==> config.mk <==
export PLATFORM = sky130hd
export DESIGN_NAME = atomrvcore_dccm_arbiter_flat
export DESIGN_NICKNAME = d
export VERILOG_FILES = /design/src/rtl/atomrvcore_dccm_arbiter_pkg.sv /design/src/rtl/atomrvcore_dccm_arbiter_if.sv /design/src/rtl/atomrvcore_starve_counter.sv /design/src/rtl/atomrvcore_dccm_arbiter.sv /design/src/flat_wrapper.sv
export SDC_FILE = /design/constraint.sdc
export NUM_CORES = 1
export LEC_CHECK = 0
export ABC_AREA = 1
export CORE_AREA = 10 10 108 110
export CTS_BUF_LIST = sky130_fd_sc_hd__clkbuf_4
export DETAILED_ROUTE_END_ITERATION = 10
export DIE_AREA = 0 0 118 120
export PLACE_DENSITY = 0.84
export SLEW_MARGIN = 20
export SYNTH_ARGS = -nofsm -noshare
export SYNTH_HDL_FRONTEND = slang
export SYNTH_HIERARCHICAL = 1
export SYNTH_SLANG_ARGS = --single-unit
==> constraint.sdc <==
create_clock -name clk_i -period 2.2 [get_ports clk_i]
set_input_delay 0.66 -clock clk_i [delete_from_list [all_inputs] [get_ports clk_i]]
set_output_delay 0.66 -clock clk_i [all_outputs]
set_load 0.01 [all_outputs]
==> src/rtl/atomrvcore_dccm_arbiter_pkg.sv <==
// ============================================================================
// Module   : atomrvcore_pkg
// Brief    : Shared types for the DCCM arbiter (FSM states, read-owner tags).
// Revision : 1.0
// ============================================================================
`default_nettype none

package atomrvcore_pkg;

    typedef enum logic {
        ARB_NORMAL = 1'b0,
        ARB_LOCKED = 1'b1
    } arb_state_e;

    typedef enum logic [1:0] {
        OWN_NONE = 2'd0,
        OWN_CORE = 2'd1,
        OWN_HOST = 2'd2
    } rd_owner_e;

    localparam int STARVE_CNT_W = 4;

endpackage

`default_nettype wire

==> src/rtl/atomrvcore_dccm_arbiter_if.sv <==
// ============================================================================
// Module   : atomrvcore_dccm_arbiter_if
// Brief    : Core, host and DCCM-side signals of the DCCM arbiter.
// Revision : 1.0
// ============================================================================
`default_nettype none

interface atomrvcore_dccm_arbiter_if #(
    parameter int DATAWIDTH  = 32,
    parameter int ADDR_WIDTH = 32
) ();
    logic                  core_req_i;
    logic                  core_we_i;
    logic [ADDR_WIDTH-1:0] core_addr_i;
    logic [DATAWIDTH-1:0]  core_wdata_i;
    logic                  core_gnt_o;
    logic                  core_rvalid_o;
    logic [DATAWIDTH-1:0]  core_rdata_o;

    logic                  host_req_i;
    logic                  host_we_i;
    logic [ADDR_WIDTH-1:0] host_addr_i;
    logic [DATAWIDTH-1:0]  host_wdata_i;
    logic                  host_gnt_o;
    logic                  host_rvalid_o;
    logic [DATAWIDTH-1:0]  host_rdata_o;
    logic                  host_lock_i;
    logic                  host_locked_o;

    logic [ADDR_WIDTH-1:0] mem_addr_o;
    logic [DATAWIDTH-1:0]  mem_dt_o;
    logic                  mem_dwr_en_o;
    logic                  mem_dr_en_o;
    logic [DATAWIDTH-1:0]  mem_dt_i;

    modport slave (
        input  core_req_i, core_we_i, core_addr_i, core_wdata_i,
        output core_gnt_o, core_rvalid_o, core_rdata_o,
        input  host_req_i, host_we_i, host_addr_i, host_wdata_i, host_lock_i,
        output host_gnt_o, host_rvalid_o, host_rdata_o, host_locked_o,
        output mem_addr_o, mem_dt_o, mem_dwr_en_o, mem_dr_en_o,
        input  mem_dt_i
    );

    modport master (
        output core_req_i, core_we_i, core_addr_i, core_wdata_i,
        input  core_gnt_o, core_rvalid_o, core_rdata_o,
        output host_req_i, host_we_i, host_addr_i, host_wdata_i, host_lock_i,
        input  host_gnt_o, host_rvalid_o, host_rdata_o, host_locked_o,
        input  mem_addr_o, mem_dt_o, mem_dwr_en_o, mem_dr_en_o,
        output mem_dt_i
    );
endinterface

`default_nettype wire

==> src/rtl/atomrvcore_starve_counter.sv <==
// ============================================================================
// Module   : atomrvcore_starve_counter
// Brief    : Saturating count of consecutive denied host cycles.
// Revision : 1.0
// ============================================================================
`default_nettype none

module atomrvcore_starve_counter
    import atomrvcore_pkg::*;
#(
    parameter int LIMIT = 4
) (
    input  wire  clk_i,
    input  wire  rst_i,
    input  logic i_inc,
    input  logic i_clr,
    output logic o_limit_hit
);
    localparam logic [STARVE_CNT_W-1:0] C_LIMIT = STARVE_CNT_W'(LIMIT);

    logic [STARVE_CNT_W-1:0] r_cnt;

    // Clear has priority so a grant and a denial never race.
    always_ff @(posedge clk_i or posedge rst_i) begin
        if (rst_i) begin
            r_cnt <= '0;
        end else if (i_clr) begin
            r_cnt <= '0;
        end else if (i_inc && (r_cnt != C_LIMIT)) begin
            r_cnt <= r_cnt + 1'b1;
        end
    end

    assign o_limit_hit = (r_cnt == C_LIMIT);

endmodule

`default_nettype wire

==> src/rtl/atomrvcore_dccm_arbiter.sv <==
// ============================================================================
// Module   : atomrvcore_dccm_arbiter
// Brief    : Core/host arbiter for the single DCCM port with anti-starvation
//            and an exclusive host lock mode.
// Revision : 1.0
// ============================================================================
`default_nettype none

module atomrvcore_dccm_arbiter
    import atomrvcore_pkg::*;
#(
    parameter int DATAWIDTH    = 32,
    parameter int ADDR_WIDTH   = 32,
    parameter int STARVE_LIMIT = 4
) (
    input  wire                        clk_i,
    input  wire                        rst_i,
    atomrvcore_dccm_arbiter_if.slave   bus
);
    arb_state_e            r_state;
    arb_state_e            w_state_nxt;
    rd_owner_e             r_rd_owner;
    rd_owner_e             w_rd_owner_nxt;
    logic                  w_lock;
    logic                  w_core_win;
    logic                  w_host_win;
    logic                  w_limit_hit;
    logic [ADDR_WIDTH-1:0] w_mem_addr;
    logic [DATAWIDTH-1:0]  w_mem_dt;

    always_ff @(posedge clk_i or posedge rst_i) begin
        if (rst_i) begin
            r_state    <= ARB_NORMAL;
            r_rd_owner <= OWN_NONE;
        end else begin
            r_state    <= w_state_nxt;
            r_rd_owner <= w_rd_owner_nxt;
        end
    end

    // Lock takes effect in the cycle it is requested; the registered state
    // only feeds the host_locked status output.
    always_comb begin
        w_state_nxt = r_state;
        w_core_win  = 1'b0;
        w_host_win  = 1'b0;
        case (r_state)
            ARB_NORMAL: if (bus.host_lock_i)  w_state_nxt = ARB_LOCKED;
            ARB_LOCKED: if (!bus.host_lock_i) w_state_nxt = ARB_NORMAL;
            default:    w_state_nxt = ARB_NORMAL;
        endcase
        w_lock = (w_state_nxt == ARB_LOCKED);
        if (w_lock) begin
            w_host_win = bus.host_req_i;
        end else if (bus.core_req_i && bus.host_req_i) begin
            w_host_win = w_limit_hit;
            w_core_win = !w_limit_hit;
        end else begin
            w_core_win = bus.core_req_i;
            w_host_win = bus.host_req_i;
        end
    end

    atomrvcore_starve_counter #(
        .LIMIT       (STARVE_LIMIT)
    ) u_starve (
        .clk_i       (clk_i),
        .rst_i       (rst_i),
        .i_inc       (bus.host_req_i && !w_host_win),
        .i_clr       (!bus.host_req_i || w_host_win || w_lock),
        .o_limit_hit (w_limit_hit)
    );

    always_comb begin
        w_mem_addr = '0;
        w_mem_dt   = '0;
        if (w_host_win) begin
            w_mem_addr = bus.host_addr_i;
            w_mem_dt   = bus.host_wdata_i;
        end else if (w_core_win) begin
            w_mem_addr = bus.core_addr_i;
            w_mem_dt   = bus.core_wdata_i;
        end
    end

    always_comb begin
        w_rd_owner_nxt = OWN_NONE;
        if (w_host_win && !bus.host_we_i) begin
            w_rd_owner_nxt = OWN_HOST;
        end else if (w_core_win && !bus.core_we_i) begin
            w_rd_owner_nxt = OWN_CORE;
        end
    end

    assign bus.core_gnt_o    = w_core_win;
    assign bus.host_gnt_o    = w_host_win;
    assign bus.host_locked_o = (r_state == ARB_LOCKED);
    assign bus.mem_addr_o    = w_mem_addr;
    assign bus.mem_dt_o      = w_mem_dt;
    assign bus.mem_dwr_en_o  = (w_core_win && bus.core_we_i) || (w_host_win && bus.host_we_i);
    assign bus.mem_dr_en_o   = (w_core_win && !bus.core_we_i) || (w_host_win && !bus.host_we_i);

    assign bus.core_rvalid_o = (r_rd_owner == OWN_CORE);
    assign bus.host_rvalid_o = (r_rd_owner == OWN_HOST);
    assign bus.core_rdata_o  = (r_rd_owner == OWN_CORE) ? bus.mem_dt_i : '0;
    assign bus.host_rdata_o  = (r_rd_owner == OWN_HOST) ? bus.mem_dt_i : '0;

endmodule

`default_nettype wire

==> src/flat_wrapper.sv <==
// flat-port wrapper written by rule: the top's interface ports become plain ports
module atomrvcore_dccm_arbiter_flat import atomrvcore_pkg::*;
#(
    parameter int DATAWIDTH    = 32,
    parameter int ADDR_WIDTH   = 32,
    parameter int STARVE_LIMIT = 4
)
  (clk_i, rst_i, bus_core_req_i, bus_core_we_i, bus_core_addr_i, bus_core_wdata_i, bus_core_gnt_o, bus_core_rvalid_o, bus_core_rdata_o, bus_host_req_i, bus_host_we_i, bus_host_addr_i, bus_host_wdata_i, bus_host_lock_i, bus_host_gnt_o, bus_host_rvalid_o, bus_host_rdata_o, bus_host_locked_o, bus_mem_addr_o, bus_mem_dt_o, bus_mem_dwr_en_o, bus_mem_dr_en_o, bus_mem_dt_i);
  atomrvcore_dccm_arbiter_if #(.DATAWIDTH(DATAWIDTH), .ADDR_WIDTH(ADDR_WIDTH)) bus_i ();
  input  wire clk_i;
  input  wire rst_i;
  input wire logic [$bits(bus_i.core_req_i)-1:0] bus_core_req_i;
  input wire logic [$bits(bus_i.core_we_i)-1:0] bus_core_we_i;
  input wire logic [$bits(bus_i.core_addr_i)-1:0] bus_core_addr_i;
  input wire logic [$bits(bus_i.core_wdata_i)-1:0] bus_core_wdata_i;
  output wire logic [$bits(bus_i.core_gnt_o)-1:0] bus_core_gnt_o;
  output wire logic [$bits(bus_i.core_rvalid_o)-1:0] bus_core_rvalid_o;
  output wire logic [$bits(bus_i.core_rdata_o)-1:0] bus_core_rdata_o;
  input wire logic [$bits(bus_i.host_req_i)-1:0] bus_host_req_i;
  input wire logic [$bits(bus_i.host_we_i)-1:0] bus_host_we_i;
  input wire logic [$bits(bus_i.host_addr_i)-1:0] bus_host_addr_i;
  input wire logic [$bits(bus_i.host_wdata_i)-1:0] bus_host_wdata_i;
  input wire logic [$bits(bus_i.host_lock_i)-1:0] bus_host_lock_i;
  output wire logic [$bits(bus_i.host_gnt_o)-1:0] bus_host_gnt_o;
  output wire logic [$bits(bus_i.host_rvalid_o)-1:0] bus_host_rvalid_o;
  output wire logic [$bits(bus_i.host_rdata_o)-1:0] bus_host_rdata_o;
  output wire logic [$bits(bus_i.host_locked_o)-1:0] bus_host_locked_o;
  output wire logic [$bits(bus_i.mem_addr_o)-1:0] bus_mem_addr_o;
  output wire logic [$bits(bus_i.mem_dt_o)-1:0] bus_mem_dt_o;
  output wire logic [$bits(bus_i.mem_dwr_en_o)-1:0] bus_mem_dwr_en_o;
  output wire logic [$bits(bus_i.mem_dr_en_o)-1:0] bus_mem_dr_en_o;
  input wire logic [$bits(bus_i.mem_dt_i)-1:0] bus_mem_dt_i;
  assign bus_i.core_req_i = bus_core_req_i;
  assign bus_i.core_we_i = bus_core_we_i;
  assign bus_i.core_addr_i = bus_core_addr_i;
  assign bus_i.core_wdata_i = bus_core_wdata_i;
  assign bus_core_gnt_o = bus_i.core_gnt_o;
  assign bus_core_rvalid_o = bus_i.core_rvalid_o;
  assign bus_core_rdata_o = bus_i.core_rdata_o;
  assign bus_i.host_req_i = bus_host_req_i;
  assign bus_i.host_we_i = bus_host_we_i;
  assign bus_i.host_addr_i = bus_host_addr_i;
  assign bus_i.host_wdata_i = bus_host_wdata_i;
  assign bus_i.host_lock_i = bus_host_lock_i;
  assign bus_host_gnt_o = bus_i.host_gnt_o;
  assign bus_host_rvalid_o = bus_i.host_rvalid_o;
  assign bus_host_rdata_o = bus_i.host_rdata_o;
  assign bus_host_locked_o = bus_i.host_locked_o;
  assign bus_mem_addr_o = bus_i.mem_addr_o;
  assign bus_mem_dt_o = bus_i.mem_dt_o;
  assign bus_mem_dwr_en_o = bus_i.mem_dwr_en_o;
  assign bus_mem_dr_en_o = bus_i.mem_dr_en_o;
  assign bus_i.mem_dt_i = bus_mem_dt_i;
  atomrvcore_dccm_arbiter #(.DATAWIDTH(DATAWIDTH), .ADDR_WIDTH(ADDR_WIDTH), .STARVE_LIMIT(STARVE_LIMIT)) u_core (.clk_i(clk_i), .rst_i(rst_i), .bus(bus_i));
endmodule
==> impl_results.md <==
- Ys async rst share: 100%
- Worst setup SP type: register
- CTS Sinks: 7
- Post-DRT Antenna Nets: 0
- Placed cell areas: 0.00527 mm2
- Peak Freq: 0.393 GHz
- DR WL met2: 8980 um
- Via count: 4238
- Wire per inst: 20.3 um
- IO Pins: 302
- Layout cells sized above 1: 40.3%
- Die width: 118 um
- Post-Syn Instances: 391
- Max VDD drop: 0.148 mV
- Area delta synth->final: 177%
- Total track usage: 21.1%
- Sequential element share of the synthesized area: 8.40%
- First-pass GRT wire length: 24500 um
- Syn Area/Cell: 5.33 um2
- Max Cap Viol: 0
- CTS tree: done
- Actual slew at the worst max-slew pin: 0.331 ns
- Highest metal used: met4
- CP Capture Type: primary output
- Finished Cell Area: 0.00577 mm2
- WL final: 17200 um
- Failing checks: setup timing
- Post-place setup slack: -0.798 ns
- M1 WL: 6250 um
- Syn nets: 560
- Die ar.: 0.0142 mm2
- Largest net degree at the start of global routing: 52
- Clock transition at the registers of the reported paths: 0.06 ns
- CTS Buf Count: 3
- Clk Latency, worst-skew pair: 0.26 ns
- Core footprint: 0.00955 mm2
- Grt ovf: 0
- End of the critical path: bus_mem_dt_o[8]
- Routability cong.: 0.868
- DRC viols: 0
- Clock Skew: 0.00226 ns
- Number of synthesized flops with an enable pin: 0
- DR pass1 iterations: 5
- Minimum clock period: 2.55 ns
- Main synth FF type: dfrtp_1
- Ys Warns: 6
- Diode count: 0
- # rows: 36
- Vias in the first global route: 4352
- DR iter-0 viols: 347
- CTS Buffer Depth: 2
- Routed wl met3: 1620 um
- Crit Path Class: reg -> out
- R2R setup slack: -0.09 ns
- Mapped Area: 0.00208 mm2
- CP Data Required Time: 1.54 ns
- Final Hold Fails: 0
- Layout Nets: 885
- Fillers: 821
- Vias/cell: 5.00
- Initial core utilization: 21.8%
- Root Buffer: clkbuf_4
- CP Max Fanout: 6
- Port Buffers: 301
- Status: finished, violations left
- Die Span Y: 120 um
- Fin. max-slew vios: 0
- H-tree depth: 1
- Pwr dens: 226 mW/mm2
- CP Data Arrival Time: 1.89 ns
- Number of synthesized register bits: 7
- Synth unique cells: 19
- Reg-to-Reg End: u_core/u_starve/r_cnt[3]$_DFFE_PP0P_
- # setup viols final: 72
- Leak: 2.97 nW
- Hold Crit Class: in -> async
- RR Startpoint: u_core/u_starve/r_cnt[1]$_DFFE_PP0P_
- Relative slew slack: 78.0%
- Period utilization: 116%
- DP HPWL: 12300 um
- R2r worst-path depth: 19
- RSZ-0062 raised after global routing: true
- Post-layout worst setup margin: -0.347 ns
- Crit path launch: u_core/u_starve/r_cnt[0]$_DFFE_PP0P_
- Initial antenna violation count: 0
- Setup tns final: -18.52 ns
cell type report:
| cell class | instances | area (um2) | share of cell area (%) |
|---|---|---|---|
| clock buffers | 3 | 22.5 | 0.390 |
| clock inverters | 1 | 5.00 | 0.0868 |
| inverters | 50 | 195 | 3.38 |
| multi-input cells | 291 | 1790 | 31.0 |
| flip-flops and latches | 7 | 175 | 3.04 |
| well taps | 133 | 166 | 2.89 |
| repair buffers | 363 | 3410 | 59.2 |
critical path, stage by stage (launching register included):
cell,delay (ns)
dfrtp_1,0.39
inv_2,0.09
ha_4,0.14
nand2_4,0.05
nor2_4,0.12
nand2_4,0.07
nand3_4,0.12
buf_12,0.13
buf_8,0.12
buf_6,0.11
nand3_2,0.08
nand2_2,0.11
buf_6,0.11
flip-flops by register name (all words and copies together) (netlist names):
register / cells
u_core/r_rd_owner: 2
u_core/bus.host_locked_o: 1
u_core/u_starve/r_cnt: 4
routing by layer:
metal  vias to the layer above  GRT usage (%)
met4                         0           4.95
met2                       276           40.4
met5                         -              0
met1                      1979           22.0
li1                       1953              -
met3                        30           6.38
metrics by stage:
step / power, W / std cells / hold WS, ns / util (%)
after floorplan: 0.000449 / 391 / 0.414 / -
after global placement: 0.00107 / 806 / 0.551 / 55.1
after detailed placement: 0.00109 / 806 / 0.576 / 55.1
after CTS: 0.00126 / 843 / 0.621 / 60.2
after global routing: 0.00138 / 848 / 0.632 / 60.4
final: 0.00130 / 848 / 0.619 / 60.4
logic make-up after synthesis:
group / Yosys count / share of synthesized area (%)
compound gates: 3 / 0.720
simple gates: 286 / 68.4
flops: 7 / 8.40
fa+ha+maj: 2 / 1.20
buf+inv: 93 / 21.2
worst min path at each step:
stage / end / slack (ns) / start / depth (start not counted)
2_1_floorplan: u_core/bus.host_locked_o$_DFF_PP0_ / 0.41 / rst_i / 1
3_5_place_dp: u_core/u_starve/r_cnt[3]$_DFFE_PP0P_ / 0.58 / u_core/u_starve/r_cnt[3]$_DFFE_PP0P_ / 2
4_1_cts: u_core/r_rd_owner[1]$_DFF_PP0_ / 0.62 / rst_i / 2
6_report: u_core/bus.host_locked_o$_DFF_PP0_ / 0.62 / rst_i / 2
5_1_grt: u_core/r_rd_owner[0]$_DFF_PP0_ / 0.63 / rst_i / 2
3_3_place_gp: u_core/u_starve/r_cnt[3]$_DFFE_PP0P_ / 0.55 / u_core/u_starve/r_cnt[3]$_DFFE_PP0P_ / 2
layout by cell type (no fill, tap or decap), types with 2 or more instances in the layout:
master,instances
buf_8,3
nor2_2,2
inv_2,4
buf_2,38
dlygate4sd2_1,4
inv_1,43
or2_2,2
dfrtp_1,7
clkbuf_2,49
buf_12,13
buf_6,46
clkdlybuf4s15_1,6
nand2_1,52
nand3_1,18
nand2_2,23
clkdlybuf4s50_1,164
clkdlybuf4s15_2,11
buf_16,3
o21ai_2,2
nor2_4,3
nand3_4,3
nand3_2,49
clkbuf_4,3
nand4_1,69
nor2_1,62
nand2_4,3
inv_4,3
buf_4,25
cell usage after synthesis, types with 2 or more instances:
| cell | number | area share, % |
|---|---|---|
| buf_6 | 7 | 3.8 |
| buf_4 | 4 | 1.4 |
| nor2_1 | 62 | 11 |
| nand3_2 | 10 | 4.8 |
| nor2_2 | 4 | 1.2 |
| ha_1 | 2 | 1.2 |
| nand2_1 | 77 | 14 |
| or2_2 | 2 | 0.60 |
| buf_1 | 5 | 0.90 |
| clkbuf_1 | 6 | 1.1 |
| nand3_1 | 59 | 14 |
| inv_1 | 50 | 9.0 |
| o21ai_0 | 3 | 0.72 |
| dfrtp_1 | 7 | 8.4 |
| buf_2 | 21 | 5.0 |
| nand4_1 | 69 | 21 |
report_power, final:
group / internal, W / switching, W
combinational: 0.000594 / 0.000455
clock: 0.0000668 / 0.0000543
sequential: 0.000132 / 0.000000996
timing repair:
| item | CTS | global route |
|---|---|---|
| gates resized for setup | 448 | 153 |
| endpoints found under the hold margin | 0 | 0 |
| hold buffers | 0 | 0 |
| endpoints found under the setup margin | 134 | 133 |
| gates cloned | 6 | 1 |
| pin swaps | 27 | 42 |
| setup buffers | 27 | 7 |
Power figures use the tool's default switching activity.
